File: src/rtl/axi_master_cmd_sequencer_if.sv
// axi_master_cmd_sequencer_if: command and status bus between the sequencer and the downstream AXI master.
interface axi_master_cmd_sequencer_if #(
    parameter int DATA_WIDTH = 32
);
    logic                  mst_go;
    logic                  mst_rnw;
    logic                  mst_increment_burst;
    logic [31:0]           mst_address;
    logic [7:0]            mst_burst_length;
    logic [6:0]            mst_burst_size;
    logic [DATA_WIDTH-1:0] mst_write_data;
    logic                  mst_busy;
    logic                  mst_done;
    logic                  mst_error;
    logic                  mst_read_data_valid;
    logic                  mst_write_data_valid;
    logic [DATA_WIDTH-1:0] mst_read_data;
    modport master (
        output mst_go, mst_rnw, mst_increment_burst, mst_address, mst_burst_length, mst_burst_size, mst_write_data,
        input  mst_busy, mst_done, mst_error, mst_read_data_valid, mst_write_data_valid, mst_read_data
    );
    modport slave (
        input  mst_go, mst_rnw, mst_increment_burst, mst_address, mst_burst_length, mst_burst_size, mst_write_data,
        output mst_busy, mst_done, mst_error, mst_read_data_valid, mst_write_data_valid, mst_read_data
    );
endinterface

File: src/rtl/axi_master_cmd_sequencer.sv
// axi_master_cmd_sequencer: queues commands and runs them one at a time on an AXI master, reporting per-command status.
module axi_master_cmd_sequencer #(
    parameter int DATA_WIDTH     = 32,
    parameter int CMD_DEPTH      = 4,
    parameter int TIMEOUT_CYCLES = 1024
) (
    input  logic                       m_axi_aclk,
    input  logic                       m_axi_aresetn,
    input  logic                       cmd_valid,
    output logic                       cmd_ready,
    input  logic                       cmd_rnw,
    input  logic [31:0]                cmd_address,
    input  logic [7:0]                 cmd_burst_length,
    input  logic [6:0]                 cmd_burst_size,
    input  logic                       cmd_increment,
    input  logic [DATA_WIDTH-1:0]      cmd_wdata_seed,
    axi_master_cmd_sequencer_if.master mst,
    output logic                       rsp_valid,
    output logic                       rsp_error,
    output logic                       rsp_timeout,
    output logic                       rsp_rnw,
    output logic [8:0]                 rsp_beats,
    output logic [DATA_WIDTH-1:0]      rsp_checksum,
    output logic [15:0]                cmd_count,
    output logic [15:0]                err_count,
    output logic [1:0]                 state_out
);
    typedef enum logic [1:0] {IDLE = 2'b00, ISSUE = 2'b01, RELEASE = 2'b10, REPORT = 2'b11} state_t;
    typedef struct packed {
        logic                  rnw;
        logic [31:0]           addr;
        logic [7:0]            len;
        logic [6:0]            size;
        logic                  incr;
        logic [DATA_WIDTH-1:0] seed;
    } cmd_t;
    localparam int AW = $clog2(CMD_DEPTH);

    cmd_t                  mem [CMD_DEPTH];
    cmd_t                  hold;
    logic [AW-1:0]         wr_ptr, rd_ptr;
    logic [AW:0]           count;
    state_t                state;
    logic                  go_q, err_q, to_q;
    logic [8:0]            beat;
    logic [DATA_WIDTH-1:0] csum;
    logic [31:0]           wd;
    logic                  push, pop, beat_ev;

    assign cmd_ready = m_axi_aresetn && count != (AW+1)'(CMD_DEPTH);
    assign push      = cmd_valid && cmd_ready;
    // never start a command while the master is still showing done from the previous one
    assign pop       = state == IDLE && count != '0 && !mst.mst_done;
    assign beat_ev   = hold.rnw ? mst.mst_read_data_valid : mst.mst_write_data_valid;

    assign mst.mst_go              = go_q;
    assign mst.mst_rnw             = hold.rnw;
    assign mst.mst_address         = hold.addr;
    assign mst.mst_burst_length    = hold.len;
    assign mst.mst_burst_size      = hold.size;
    assign mst.mst_increment_burst = hold.incr;
    assign mst.mst_write_data      = hold.seed + DATA_WIDTH'(beat);
    assign state_out               = state;

    always_ff @(posedge m_axi_aclk) begin
        if (push) mem[wr_ptr] <= '{cmd_rnw, cmd_address, cmd_burst_length, cmd_burst_size, cmd_increment, cmd_wdata_seed};
    end

    always_ff @(posedge m_axi_aclk) begin
        if (!m_axi_aresetn) begin
            state        <= IDLE;
            wr_ptr       <= '0;
            rd_ptr       <= '0;
            count        <= '0;
            hold         <= '0;
            go_q         <= 1'b0;
            err_q        <= 1'b0;
            to_q         <= 1'b0;
            beat         <= '0;
            csum         <= '0;
            wd           <= '0;
            rsp_valid    <= 1'b0;
            rsp_error    <= 1'b0;
            rsp_timeout  <= 1'b0;
            rsp_rnw      <= 1'b0;
            rsp_beats    <= '0;
            rsp_checksum <= '0;
            cmd_count    <= '0;
            err_count    <= '0;
        end else begin
            if (push) wr_ptr <= wr_ptr + 1'b1;
            if (pop) rd_ptr <= rd_ptr + 1'b1;
            count <= count + (AW+1)'(push) - (AW+1)'(pop);
            case (state)
                IDLE: if (pop) begin
                    hold  <= mem[rd_ptr];
                    beat  <= '0;
                    csum  <= '0;
                    wd    <= '0;
                    err_q <= 1'b0;
                    to_q  <= 1'b0;
                    go_q  <= 1'b1;
                    state <= ISSUE;
                end
                ISSUE: begin
                    if (beat_ev && beat != 9'd256) beat <= beat + 9'd1;
                    if (hold.rnw && mst.mst_read_data_valid) csum <= csum ^ mst.mst_read_data;
                    wd <= wd + 32'd1;
                    if (mst.mst_done) begin
                        err_q <= mst.mst_error;
                        go_q  <= 1'b0;
                        state <= RELEASE;
                    end else if (wd == 32'(TIMEOUT_CYCLES - 1)) begin
                        to_q  <= 1'b1;
                        err_q <= 1'b1;
                        go_q  <= 1'b0;
                        state <= RELEASE;
                    end
                end
                // after a watchdog abort the master must also have gone idle before reporting
                RELEASE: if (!mst.mst_done && (!to_q || !mst.mst_busy)) begin
                    rsp_valid    <= 1'b1;
                    rsp_error    <= err_q;
                    rsp_timeout  <= to_q;
                    rsp_rnw      <= hold.rnw;
                    rsp_beats    <= beat;
                    rsp_checksum <= csum;
                    cmd_count    <= cmd_count + 16'd1;
                    if (err_q) err_count <= err_count + 16'd1;
                    state        <= REPORT;
                end
                default: begin
                    rsp_valid <= 1'b0;
                    state     <= IDLE;
                end
            endcase
        end
    end
endmodule

File: src/flat_wrapper.sv
// flat-port wrapper written by rule: the top's interface ports become plain ports
module axi_master_cmd_sequencer_flat 
#(
    parameter int DATA_WIDTH     = 32,
    parameter int CMD_DEPTH      = 4,
    parameter int TIMEOUT_CYCLES = 1024
)
  (m_axi_aclk, m_axi_aresetn, cmd_valid, cmd_ready, cmd_rnw, cmd_address, cmd_burst_length, cmd_burst_size, cmd_increment, cmd_wdata_seed, rsp_valid, rsp_error, rsp_timeout, rsp_rnw, rsp_beats, rsp_checksum, cmd_count, err_count, state_out, mst_mst_go, mst_mst_rnw, mst_mst_increment_burst, mst_mst_address, mst_mst_burst_length, mst_mst_burst_size, mst_mst_write_data, mst_mst_busy, mst_mst_done, mst_mst_error, mst_mst_read_data_valid, mst_mst_write_data_valid, mst_mst_read_data);
  axi_master_cmd_sequencer_if #(.DATA_WIDTH(DATA_WIDTH)) mst_i ();
  input  logic m_axi_aclk;
  input  logic m_axi_aresetn;
  input  logic cmd_valid;
  output logic cmd_ready;
  input  logic cmd_rnw;
  input  logic [31:0] cmd_address;
  input  logic [7:0] cmd_burst_length;
  input  logic [6:0] cmd_burst_size;
  input  logic cmd_increment;
  input  logic [DATA_WIDTH-1:0] cmd_wdata_seed;
  output logic rsp_valid;
  output logic rsp_error;
  output logic rsp_timeout;
  output logic rsp_rnw;
  output logic [8:0] rsp_beats;
  output logic [DATA_WIDTH-1:0] rsp_checksum;
  output logic [15:0] cmd_count;
  output logic [15:0] err_count;
  output logic [1:0] state_out;
  output wire logic [$bits(mst_i.mst_go)-1:0] mst_mst_go;
  output wire logic [$bits(mst_i.mst_rnw)-1:0] mst_mst_rnw;
  output wire logic [$bits(mst_i.mst_increment_burst)-1:0] mst_mst_increment_burst;
  output wire logic [$bits(mst_i.mst_address)-1:0] mst_mst_address;
  output wire logic [$bits(mst_i.mst_burst_length)-1:0] mst_mst_burst_length;
  output wire logic [$bits(mst_i.mst_burst_size)-1:0] mst_mst_burst_size;
  output wire logic [$bits(mst_i.mst_write_data)-1:0] mst_mst_write_data;
  input wire logic [$bits(mst_i.mst_busy)-1:0] mst_mst_busy;
  input wire logic [$bits(mst_i.mst_done)-1:0] mst_mst_done;
  input wire logic [$bits(mst_i.mst_error)-1:0] mst_mst_error;
  input wire logic [$bits(mst_i.mst_read_data_valid)-1:0] mst_mst_read_data_valid;
  input wire logic [$bits(mst_i.mst_write_data_valid)-1:0] mst_mst_write_data_valid;
  input wire logic [$bits(mst_i.mst_read_data)-1:0] mst_mst_read_data;
  assign mst_mst_go = mst_i.mst_go;
  assign mst_mst_rnw = mst_i.mst_rnw;
  assign mst_mst_increment_burst = mst_i.mst_increment_burst;
  assign mst_mst_address = mst_i.mst_address;
  assign mst_mst_burst_length = mst_i.mst_burst_length;
  assign mst_mst_burst_size = mst_i.mst_burst_size;
  assign mst_mst_write_data = mst_i.mst_write_data;
  assign mst_i.mst_busy = mst_mst_busy;
  assign mst_i.mst_done = mst_mst_done;
  assign mst_i.mst_error = mst_mst_error;
  assign mst_i.mst_read_data_valid = mst_mst_read_data_valid;
  assign mst_i.mst_write_data_valid = mst_mst_write_data_valid;
  assign mst_i.mst_read_data = mst_mst_read_data;
  axi_master_cmd_sequencer #(.DATA_WIDTH(DATA_WIDTH), .CMD_DEPTH(CMD_DEPTH), .TIMEOUT_CYCLES(TIMEOUT_CYCLES)) u_core (.m_axi_aclk(m_axi_aclk), .m_axi_aresetn(m_axi_aresetn), .cmd_valid(cmd_valid), .cmd_ready(cmd_ready), .cmd_rnw(cmd_rnw), .cmd_address(cmd_address), .cmd_burst_length(cmd_burst_length), .cmd_burst_size(cmd_burst_size), .cmd_increment(cmd_increment), .cmd_wdata_seed(cmd_wdata_seed), .mst(mst_i), .rsp_valid(rsp_valid), .rsp_error(rsp_error), .rsp_timeout(rsp_timeout), .rsp_rnw(rsp_rnw), .rsp_beats(rsp_beats), .rsp_checksum(rsp_checksum), .cmd_count(cmd_count), .err_count(err_count), .state_out(state_out));
endmodule
File: config.mk
export PLATFORM = sky130hd
export DESIGN_NAME = axi_master_cmd_sequencer_flat
export DESIGN_NICKNAME = d
export VERILOG_FILES = /design/src/rtl/axi_master_cmd_sequencer_if.sv /design/src/rtl/axi_master_cmd_sequencer.sv /design/src/flat_wrapper.sv
export SDC_FILE = /design/constraint.sdc
export NUM_CORES = 1
export LEC_CHECK = 0
export ABC_AREA = 1
export CAP_MARGIN = 20
export CORE_MARGIN = 2
export CORE_UTILIZATION = 40
export DETAILED_ROUTE_END_ITERATION = 12
export GPL_TIMING_DRIVEN = 0
export HOLD_SLACK_MARGIN = 0.02
export PLACE_DENSITY = 0.7
export SLEW_MARGIN = 10
export SYNTH_ARGS = -nofsm -noshare
export SYNTH_HDL_FRONTEND = slang
export SYNTH_SLANG_ARGS = --single-unit
File: constraint.sdc
create_clock -name m_axi_aclk -period 7.7 [get_ports m_axi_aclk]
set_input_delay 1.54 -clock m_axi_aclk [delete_from_list [all_inputs] [get_ports m_axi_aclk]]
set_output_delay 1.54 -clock m_axi_aclk [all_outputs]
set_load 0.005 [all_outputs]
== Yosys cells after proc, flatten, opt, wreduce, memory -nomap -nowiden ==
Memories as Yosys holds them, arrays and structs flattened. A register that Yosys moved wholly into a read port is not among the register bits.
Index checks and enable logic that the tools add are counted.

* Divide/modulo/power cells: 0
* Add/subtract/negate cells: 9
* Equal/unequal tests: 12
* Reduce and logical (&&, ||, !) cells: 26
* $mul: 0
* Bitwise operators: 2
* Multiplexer cells: 27
* Order comparisons: 0
* Shift operators: 0

{| class="wikitable"
|+ Operator list
! cell !! number
|-
| $pmux 32 s2 || 2
|-
| $mux 32 || 2
|-
| $add 16x1->16 const B || 2
|-
| $add 32x1->32 const B || 1
|-
| $add 32x9->32 || 1
|-
| $eq 32x10->1 const B || 1
|-
| $xor 32x32->32 || 1
|-
| $mux 9 || 2
|-
| $pmux 9 s2 || 1
|-
| $reduce_and 3->1 || 5
|-
| $mux 1 || 11
|-
| $ne 2x1->1 const B || 5
|-
| $add 9x1->9 const B || 1
|-
| $ne 9x9->1 const B || 1
|-
| $mux 2 || 4
|-
| $pmux 1 s2 || 4
|-
| $reduce_and 2->1 || 4
|-
| $logic_and 1x1->1 || 7
|-
| $pmux 2 s3 || 1
|-
| $add 2x1->2 const B || 2
|-
| $logic_not 1->1 || 4
|-
| $reduce_and 4->1 || 1
|-
| $add 3x1->3 || 1
|-
| $ne 3x2->1 const B || 1
|-
| 11 further kinds || 11
|}

* Register bits: 162
* Bits in read-only memories: 0
* Memory bits (writable): 324
* Output and inout port bits: 162
* Bits in latches: 0
* Memories: 1

{| class="wikitable"
|+ Memories
! name !! words !! width !! rd ports !! clocked after Yosys merged registers in !! wr ports !! RTL line !! text
|-
| u_core.mem || 4 || 81 || 1 || 1 || 1 || axi_master_cmd_sequencer.sv:39 || <nowiki>cmd_t mem [CMD_DEPTH];</nowiki>
|}

== Depth between registers and ports, before layout ==
Gate-level depths: netlist of the first run.

* Word-level depth: 5
* Depth in mapped cells: 12
* Mapped depth without buffers: 11

== Least setup slack after synthesis of the first run ==
OpenSTA, ideal clock, no wires.

* Path kind: input to register
* From: input port m_axi_aresetn
* To: memory u_core.mem[0][0] (netlist name) (enable)
* Data arrival time: 5681 ps
* Buffers on the path: 1
* Required time: 7179 ps
* Stages: 5
* Library setup time: 521 ps
* Path slack: 1497 ps
* Cell sequence: buf_4 clkinv_1 a31oi_1 nand2_1 nor2_1

* Cells in the longest elaborated chain, start to end: 4

{| class="wikitable"
|+ RTL lines
! what !! RTL line !! text
|-
| start, declared || flat_wrapper.sv:11 || <nowiki>input logic m_axi_aresetn;</nowiki>
|-
| $logic_and 1x1->1 || axi_master_cmd_sequencer.sv:50 || <nowiki>assign cmd_ready = m_axi_aresetn && count != (AW+1)'(CMD_DEPTH);</nowiki>
|-
| named net cmd_ready || flat_wrapper.sv:13 || <nowiki>output logic cmd_ready;</nowiki>
|-
| $logic_and 1x1->1 || axi_master_cmd_sequencer.sv:51 || <nowiki>assign push = cmd_valid && cmd_ready;</nowiki>
|-
| $mux 1 || axi_master_cmd_sequencer.sv:66 || <nowiki>if (push) mem[wr_ptr] <= '{cmd_rnw, cmd_address, cmd_burst_length, cmd_burst_size, cmd_increment, cmd_wdata_se ...</nowiki>
|-
| $mux 1 (implied by the code) || axi_master_cmd_sequencer.sv:66 ||
|-
| end, declared || axi_master_cmd_sequencer.sv:39 ||
|}

The timed path passes the listed nets, and every way through them passes these cells.

== Final worst setup path of the first run ==
* From: register u_core.beat[2]
* To: output port mst_mst_write_data[21]

* Cells in the longest elaborated chain, start to end: 1

{| class="wikitable"
|+ RTL lines
! what !! RTL line !! text
|-
| start, declared || axi_master_cmd_sequencer.sv:45 || <nowiki>logic [8:0] beat;</nowiki>
|-
| start signal, assigned || axi_master_cmd_sequencer.sv:106 || <nowiki>if (beat_ev && beat != 9'd256) beat <= beat + 9'd1;</nowiki>
|-
| $add 32x9->32 || axi_master_cmd_sequencer.sv:62 || <nowiki>assign mst.mst_write_data = hold.seed + DATA_WIDTH'(beat);</nowiki>
|-
| end, declared || flat_wrapper.sv:35 || <nowiki>output wire logic [$bits(mst_i.mst_write_data)-1:0] mst_mst_write_data;</nowiki>
|}

Every way passes these cells.

==> results_dict.tcl, run 1 <==
set metrics [dict create \
    synth.area.top_cells "edfxtp_1 (41%), dfxtp_1 (21%), nor2_1 (7.3%)" \
    avgSynthCellArea_sq_um 9.69 \
    path_buf_inv 2 \
    ant_nets 0 \
    grt.total_usage 0.214 \
    yosys.area_share.simple 0.159 \
    holdPathEnd "u_core.csum[31]$_SDFFE_PN0P_" \
    dpl.hpwl_um 46500 \
    p_comb_frac 0.268 \
    netlist_area_sq_mm 0.0235 \
    first_iter_violations 1471 \
    tightestPinTransition_ns 0.877 \
    regArea_sq_mm 0.0146 \
    path_clk_slew_ns 0.06 \
    max_freq_ghz 0.211 \
    cts-buffers-inserted 58 \
    intPower_mw 6.29 \
    synthMuxAreaShare 0 \
    slowest_stage "dfxtp_1" \
    layout.cells.most_common "nor2_1" \
    grt_first_pass_wirelength_um 101000 \
    wirelength_um 66300 \
    synth_compound_area_frac 0.128 \
    cp_top_family "compound AO/OA/AOI/OAI gates" \
    hold_class "reg -> reg" \
    ys_warn_count 0 \
    cp_max_fo 7 \
    cts_num_sinks 567 \
    clock_latency_ns 0.64 \
    rsz0062_at_grt "no" \
    grt_pass1_vias 18007 \
    dpl_cell_area_sq_mm 0.0276 \
    rr_endpoint "u_core.count[2]$_SDFF_PN0_" \
    mostFrequentLayoutCells "nor2_1 (450), o21ai_0 (325), edfxtp_1 (324)" \
    n_fill_cell 5173 \
    cts_tree "done" \
    syn_nets 2571 \
    max-slew-margin-rel 0.415 \
    nets 2926 \
    viasPerCell 5.14 \
    stdcell_area_sq_mm 0.0297 \
    clock_path_buffers 3 \
    dieHeight_um 246 \
    async_flop_share 0 \
    power_per_cell_area_mw_per_mm2 310 \
    io_pins 283 \
    fin_hold_ws_ns 0.466 \
    hold_viol_final 0 \
    clockPowerShare 0.320 \
    cp-end-kind "primary output" \
    path_class "reg -> out" \
    ys_seq_area_frac 0.621 \
    synth_edf_count 324 \
    min_period_over_period 0.616 \
    r2r_cells 12 \
    dieArea_sq_mm 0.0607 \
    fp.dieW_um 246 \
    synth_top_family_by_area "simple AND/OR/NAND/NOR gates" \
    grt.overflow.total 0 \
    synth_top_cell_by_area "edfxtp_1" \
    min_from "u_core.csum[31]$_SDFFE_PN0P_" \
    vias 18514 \
    yosys.area_share.xor_xnor 0.0112 \
    drive_gt1_frac 0.0912 \
    synthToLayoutAreaGrowth_pct 26.2 \
    drc_errors 0 \
    cts_post_setup_buffers_inserted 0 \
    min_period_ns 4.74 \
    firstDrtPassIters 7 \
    grt_max_degree 25 \
    leakagePower_nw 10.8 \
    ys_seq_elements 567 \
    fp.coreArea_sq_mm 0.0579 \
    antenna_found_initial 9 \
    cts_max_level 2 \
    synth_fa_ha_area_frac 0.0140 \
    worstPathArrival_ns 3.20 \
    gp_congestion 0.932 \
    drv_cap 0 \
    p_sw_frac 0.316 \
    pwr-share-seq 0.412 \
    cts-root-buf "clkbuf_16" \
    post_cts_resized 0 \
    synth_top_cell_area_share 0.414 \
    post_drt_wl_per_cell_um 18.4 \
    start_util 0.406 \
    crit_required_ns 6.16 \
    start_kind "flop" \
    reg2reg_slack_ns 4.63 \
    status "complete, no violations" \
    syn_inst 2425 \
    maxSlewViolCount 0 \
    cp_common_cell "nand2_1" \
    whs_path_depth 2 \
    synth_flop_cell "edfxtp_1" \
    cts_hold_buf 0 \
    finalSetupViolations 0 \
    fp-row-count 88 \
    numPortBuffers 281 \
    ys_types 46 \
    ir_worst_vdd_v 0.000225 \
    reg2reg_from "u_core.state_out[0]$_SDFFE_PN0P_" \
    net-switching-power_mw 2.90 \
    fin_skew_ns 0.0413 \
    multi_input_area_sq_mm 0.00737 \
    path_cells "ha_1, a21oi_1, nand2_1, a21oi_1, nand2b_1, o21ai_0, inv_1, nand2_1, nand2_1, clkdlybuf4s50_1" \
    worst_path_largest_cell_delay_ns 0.57 \
]
[cell families after synthesis]
logic type	after synthesis
fa+ha+maj	25
compound gates	562
xor+xnor	30
flops	567
buf+inv	331
simple gates	910
[per-stage QoR]
stage	setup TNS, ns	power, mW	worst slack [ns]	std cells	utilization
after floorplan	0	5.14	1.50	2425	-
after global placement	-713.60	6.22	-2.27	3471	0.471
after detailed placement	0	6.29	2.89	3485	0.477
after global routing	0	9.63	2.71	3596	0.512
after CTS	0	9.24	2.88	3595	0.512
final	0	9.19	2.96	3600	0.512
[tightest hold or removal path: cells and delay by family, from the launching register on]
kind	cells	cell delay, ns
flip-flops	1	0.31
AO/OA/AOI/OAI	1	0.05
AND/OR/NAND/NOR	1	0.06
[area by class of cell]
cell class | instances | share of cell area
antenna | 5 | 0.000422
buffer | 161 | 0.0309
clock buffer | 76 | 0.0553
clock inverter | 34 | 0.0135
inverter | 170 | 0.0217
multi-input combinational | 1527 | 0.249
sequential | 567 | 0.492
tap | 765 | 0.0323
timing repair buffer | 295 | 0.105
[cell usage after synthesis (3+ instances only)]
master / n
dfxtp_1: 243
buf_6: 7
nand3b_1: 7
a21oi_2: 12
buf_1: 16
o21bai_1: 3
ha_1: 23
buf_2: 30
xor2_1: 24
o21ai_1: 3
edfxtp_1: 324
a21oi_1: 125
nand4_1: 14
xnor2_1: 6
a31oi_1: 84
nor4_1: 4
inv_2: 6
nand3_1: 83
nor2_2: 4
o21ai_2: 4
nor2_1: 454
o21ai_0: 325
nand3_2: 3
buf_4: 59
clkbuf_1: 49
nand2_1: 295
inv_1: 161
nor3_1: 33
[registers in the layout (all words and copies together) (netlist names), 8 cells and up]
signal	flops
u_core.rsp_beats	9
u_core.mem	324
u_core.beat	9
u_core.mst.mst_burst_length	8
u_core.wd	32
u_core.err_count	16
u_core.hold	32
u_core.rsp_checksum	32
u_core.mst.mst_address	32
u_core.csum	32
u_core.cmd_count	16
[per-layer routing]
layer	vias to the layer above	wire length, um	track usage
met2	649	32200	0.369
met5	-	49	0
met4	8	1650	0.0679
met3	136	5130	0.0434
li1	8924	-	-
met1	8797	27400	0.268
[how the worst max path moves through the flow]
| stage | startpoint | to | slack (ns) | depth (start not counted) |
|---|---|---|---|---|
| global route | u_core.beat[2]$_SDFFE_PN0P_ | mst_mst_write_data[21] | 2.71 | 10 |
| detailed placement | m_axi_aresetn | cmd_ready | 2.89 | 4 |
| CTS | m_axi_aresetn | cmd_ready | 2.88 | 4 |
| global placement | m_axi_aresetn | u_core.mem[2][33]$_DFFE_PP_ | -2.27 | 5 |
| finish | u_core.beat[2]$_SDFFE_PN0P_ | mst_mst_write_data[21] | 2.96 | 10 |
| floorplan | m_axi_aresetn | u_core.mem[0][0]$_DFFE_PP_ | 1.50 | 5 |
[power by group through the flow]
stage / clock (mW) / combinational [mW] / sequential [mW]
6_report: 2.94 / 2.46 / 3.79
5_1_grt: 3.11 / 2.70 / 3.82
4_1_cts: 2.99 / 2.47 / 3.78
3_5_place_dp: 0 / 2.45 / 3.84
3_3_place_gp: 0 / 2.36 / 3.85
2_1_floorplan: 0 / 1.38 / 3.76
No activity file was read; power rests on OpenSTA's default activity.
==> run 2: changes to the inputs <==
PLACE_DENSITY = 0.73   (was 0.7)
clock period = 4.2 ns   (was 7.7 ns; I/O delays follow)
==> results_dict.tcl, run 2 (synthesized netlist as in run 1, its figures left out) <==
set metrics [dict create \
    tightestPinTransition_ns 0.963 \
    place_inst 3486 \
    leakagePower_nw 10.7 \
    use_met3 0.0463 \
    fin_skew_ns 0.0322 \
    drc_errors 0 \
    gr-usage-met2 0.341 \
    layout.cells.most_common "nor2_1" \
    grt_max_degree 27 \
    max-slew-margin-rel 0.358 \
    nets 2928 \
    post_drt_wl_per_cell_um 17.9 \
    reg2reg_from "u_core.state_out[0]$_SDFFE_PN0P_" \
    synthToLayoutAreaGrowth_pct 25.8 \
    n_fill_cell 5165 \
    dieArea_sq_mm 0.0607 \
    cts_post_setup_buffers_inserted 0 \
    start_util 0.406 \
    dieHeight_um 246 \
    cts-buffers-inserted 59 \
    grt_first_pass_wirelength_um 97300 \
    fp.dieW_um 246 \
    grt.overflow.total 0 \
    cts-root-buf "clkbuf_16" \
    hold_viol_final 0 \
    fp-row-count 88 \
    clock_path_buffers 3 \
    vias 18385 \
    clock_latency_ns 0.64 \
    maxSlewViolCount 0 \
    power_per_cell_area_mw_per_mm2 555 \
    path_clk_slew_ns 0.06 \
    worst_path_largest_cell_delay_ns 0.53 \
    min_from "u_core.csum[4]$_SDFFE_PN0P_" \
    hold_class "reg -> reg" \
    slowest_stage "clkdlybuf4s50_1" \
    crit_required_ns 3.36 \
    cts_tree "done" \
    drive_gt1_frac 0.0873 \
    min_period_ns 3.95 \
    path_class "reg -> out" \
    finalSetupViolations 0 \
    postLayoutCoreUtil 0.510 \
    min_period_over_period 0.941 \
    fin_cells 3600 \
    worstPathArrival_ns 3.11 \
    largest_register "u_core.mem" \
    largest_reg_flops 324 \
    start_kind "flop" \
    mostFrequentLayoutCells "nor2_1 (450), o21ai_0 (325), edfxtp_1 (324)" \
    crit_start "u_core.hold[0]$_SDFFE_PN0P_" \
    cts_hold_buf 0 \
    cp-end-kind "primary output" \
    gp_congestion 0.903 \
    numPortBuffers 281 \
    antenna_found_initial 13 \
    grt-busiest-layer "met2" \
    wirelength_um 64300 \
    grt_pass1_vias 17334 \
    cts_num_sinks 567 \
    drv_cap 0 \
    ir_worst_vdd_v 0.000449 \
    dpl.hpwl_um 44600 \
    path_cells "ha_1, fa_1, nand3_1, nand2_1, a21oi_1, o21bai_1, xor2_1, clkdlybuf4s50_1" \
    cp_max_fo 3 \
    ant_nets 0 \
    max_freq_ghz 0.253 \
    fp.coreArea_sq_mm 0.0579 \
    first_iter_violations 1348 \
    firstDrtPassIters 5 \
    status "complete, no violations" \
    grt.total_usage 0.206 \
    use_met1 0.267 \
    cts_max_level 2 \
    viasPerCell 5.11 \
    post_cts_resized 0 \
    rsz0062_at_grt "no" \
    io_pins 283 \
]
[run 2: cell types whose count changed in the layout (fill, tap and decap cells not counted), moves of 3 or more]
cell        delta
buf_12         -4
buf_16         +5
bufinv_16      -5
clkbuf_1      +10
clkinvlp_4     -3
[run 2: cell type report]
class | instances | area (sq um) | share of cell area
clock inverters | 25 | 220 | 0.00745
clock buffers | 84 | 1650 | 0.0559
flip-flops and latches | 567 | 14600 | 0.494
inverters | 170 | 643 | 0.0218
repair buffers | 296 | 3180 | 0.108
well taps | 765 | 957 | 0.0324
plain buffers | 161 | 916 | 0.0310
diodes | 5 | 12.5 | 0.000423
multi-input cells | 1527 | 7370 | 0.250
[run 2: per-stage QoR]
stage                TNS, ns  power [mW]  hold slack (ns)  instance area (sq um)  setup WS (ns)
floorplan            -422.01        9.43            0.439                  23500          -1.30
global route               0        17.2            0.482                  29500         0.0439
CTS                        0        16.5            0.463                  29500          0.184
finish                     0        16.4            0.465                  29500          0.250
global placement    -1666.21        11.4            0.447                  27300          -5.20
detailed placement     -3.80        11.5            0.455                  27700         -0.149
[run 2: final timing paths]
check / to / slack, ns / cells after the start
min reg2reg: u_core.csum[4]$_SDFFE_PN0P_ / 0.47 / 2
max: mst_mst_write_data[16] / 0.25 / 8
max reg2reg: u_core.count[2]$_SDFF_PN0_ / 1.19 / 12
min: u_core.csum[4]$_SDFFE_PN0P_ / 0.47 / 2
[run 2: metal layers]
metal | part of all wire | wire [um]
met1 | 0.42 | 26900
met2 | 0.47 | 30100
met3 | 0.082 | 5290
met4 | 0.029 | 1850
met5 | 0.0018 | 117
[run 2: power by group]
group / internal, mW / switching [mW]
combinational: 1.87 / 2.57
clock: 2.81 / 2.23
sequential: 6.51 / 0.432
[run 2: critical path, delay by kind of cell (launching register included)]
family	cells	cell delay, ns
fa+ha+maj	2	0.63
buf+inv	1	0.53
simple gates	2	0.22
compound gates	2	0.52
xor+xnor	1	0.21
flops	1	0.35
==> run 3: changes to the inputs <==
REMOVE_ABC_BUFFERS = 1   (was default)
==> results_dict.tcl, run 3 (synthesized netlist as in run 1, its figures left out) <==
set metrics [dict create \
    vias 17772 \
    grt.total_usage 0.196 \
    rr_endpoint "u_core.cmd_count[15]$_SDFFE_PN0P_" \
    antenna_found_initial 7 \
    io_pins 283 \
    fp.dieW_um 246 \
    clockPowerShare 0.338 \
    viasPerCell 5.15 \
    first_iter_violations 1144 \
    setup.worst_path.end "mst_mst_write_data[12]" \
    max-slew-margin-rel 0.426 \
    reg2reg_from "u_core.state_out[0]$_SDFFE_PN0P_" \
    cts-root-buf "clkbuf_16" \
    pwr-share-seq 0.425 \
    start_kind "flop" \
    dpl.hpwl_um 39700 \
    max_freq_ghz 0.250 \
    drc_errors 0 \
    leakagePower_nw 10.4 \
    grt_max_degree 107 \
    post_drt_wl_per_cell_um 17.7 \
    hold_viol_final 0 \
    crit_start "u_core.hold[0]$_SDFFE_PN0P_" \
    path_class "reg -> out" \
    net-switching-power_mw 5.01 \
    r2r_cells 12 \
    firstDrtPassIters 5 \
    clock_path_buffers 3 \
    cts_post_setup_buffers_inserted 0 \
    dieHeight_um 246 \
    slowest_stage "clkdlybuf4s50_1" \
    cts_tree "done" \
    mostFrequentLayoutCells "nor2_1 (450), o21ai_0 (325), edfxtp_1 (324)" \
    fp.coreArea_sq_mm 0.0579 \
    maxSlewViolCount 0 \
    largest_reg_flops 324 \
    dieArea_sq_mm 0.0607 \
    largest_register "u_core.mem" \
    finalSetupViolations 0 \
    drv_cap 0 \
    setup_slack_ns 0.206 \
    crit_required_ns 3.36 \
    total_power_mw 16.4 \
    place_inst 3333 \
    power_per_cell_area_mw_per_mm2 563 \
    nets 2777 \
    cts_max_level 2 \
    grt_pass1_vias 17177 \
    min_period_over_period 0.951 \
    path_cells "ha_1, fa_1, nand3_1, nand2_1, a21oi_2, o21ai_2, xor2_1, clkdlybuf4s50_1" \
    ant_nets 0 \
    gp_congestion 0.865 \
    wirelength_um 61100 \
    grt.overflow.total 0 \
    worst_path_largest_cell_delay_ns 0.57 \
    ir_worst_vdd_v 0.000406 \
    hold_class "reg -> reg" \
    fin_skew_ns 0.0294 \
    postLayoutCoreUtil 0.503 \
    cp-end-kind "primary output" \
    clock_latency_ns 0.64 \
    p_sw_frac 0.306 \
    fin_cells 3449 \
    reg2reg_slack_ns 1.32 \
    worstPathArrival_ns 3.15 \
    intPower_mw 11.4 \
    layout.cells.most_common "nor2_1" \
    cts-buffers-inserted 60 \
    numPortBuffers 282 \
    dp_slack_ns -0.729 \
    status "complete, no violations" \
    p_comb_frac 0.237 \
    cp_max_fo 5 \
    fp-row-count 88 \
    path_clk_slew_ns 0.06 \
    drive_gt1_frac 0.0682 \
    fin_tns_setup_ns 0 \
    synthToLayoutAreaGrowth_pct 23.9 \
    cts_num_sinks 567 \
    start_util 0.406 \
    min_period_ns 3.99 \
    grt_first_pass_wirelength_um 93200 \
    tightestPinTransition_ns 0.859 \
]
## run 3: cell type report
| type | count | area [sq um] |
|---|---|---|
| Timing Repair Buffer | 305 | 3370 |
| Sequential cell | 567 | 14600 |
| Multi-Input combinational cell | 1527 | 7390 |
| Clock inverter | 30 | 390 |
| Clock buffer | 84 | 1740 |
| Tap cell | 765 | 957 |
| Fill cell | 5121 | 28800 |
| Inverter | 170 | 654 |
| Antenna cell | 1 | 2.50 |
## run 3: through the flow
stage               hold slack (ns)  instance area (sq um)
floorplan                     0.439                  22600
global placement              0.446                  26400
detailed placement            0.452                  26900
CTS                           0.459                  29100
global route                  0.472                  29100
finish                        0.461                  29100
## run 3: worst max-delay path: cells and delay by family (launching register included)
kind / cells / cell delay (ns)
fa+ha+maj: 2 / 0.64
buf+inv: 1 / 0.57
compound gates: 2 / 0.42
flops: 1 / 0.38
xor+xnor: 1 / 0.28
simple gates: 2 / 0.25
## run 3: layer usage
layer | global-route usage | wire length (um) | vias up
met2 | 0.336 | 29300 | 530
li1 | - | - | 8646
met4 | 0.0668 | 1580 | 10
met5 | 0 | 64 | -
met1 | 0.236 | 25500 | 8474
met3 | 0.0534 | 4660 | 112
## run 3: worst min path at each step
stage	from	to	depth (start not counted)
after detailed placement	u_core.csum[31]$_SDFFE_PN0P_	u_core.csum[31]$_SDFFE_PN0P_	2
after floorplan	u_core.csum[28]$_SDFFE_PN0P_	u_core.csum[28]$_SDFFE_PN0P_	2
after global placement	u_core.csum[31]$_SDFFE_PN0P_	u_core.csum[31]$_SDFFE_PN0P_	2
after CTS	u_core.csum[8]$_SDFFE_PN0P_	u_core.rsp_checksum[8]$_SDFFE_PN0P_	2
after global routing	u_core.csum[30]$_SDFFE_PN0P_	u_core.csum[30]$_SDFFE_PN0P_	2
final	u_core.csum[30]$_SDFFE_PN0P_	u_core.csum[30]$_SDFFE_PN0P_	2
## run 3: repair_timing
item                       4_1_cts  5_1_grt
pin swaps                        0        0
hold buffers                     0        0
setup endpoints to repair       20        9
resized for setup                1        3
## run 3: power groups by stage
stage / clock (mW) / sequential [mW] / combinational [mW]
final: 5.54 / 6.95 / 3.88
after global routing: 5.92 / 7.02 / 4.31
after CTS: 5.67 / 6.95 / 3.91
after detailed placement: 0 / 7.06 / 3.88
after global placement: 0 / 7.22 / 3.54
after floorplan: 0 / 7.04 / 1.92
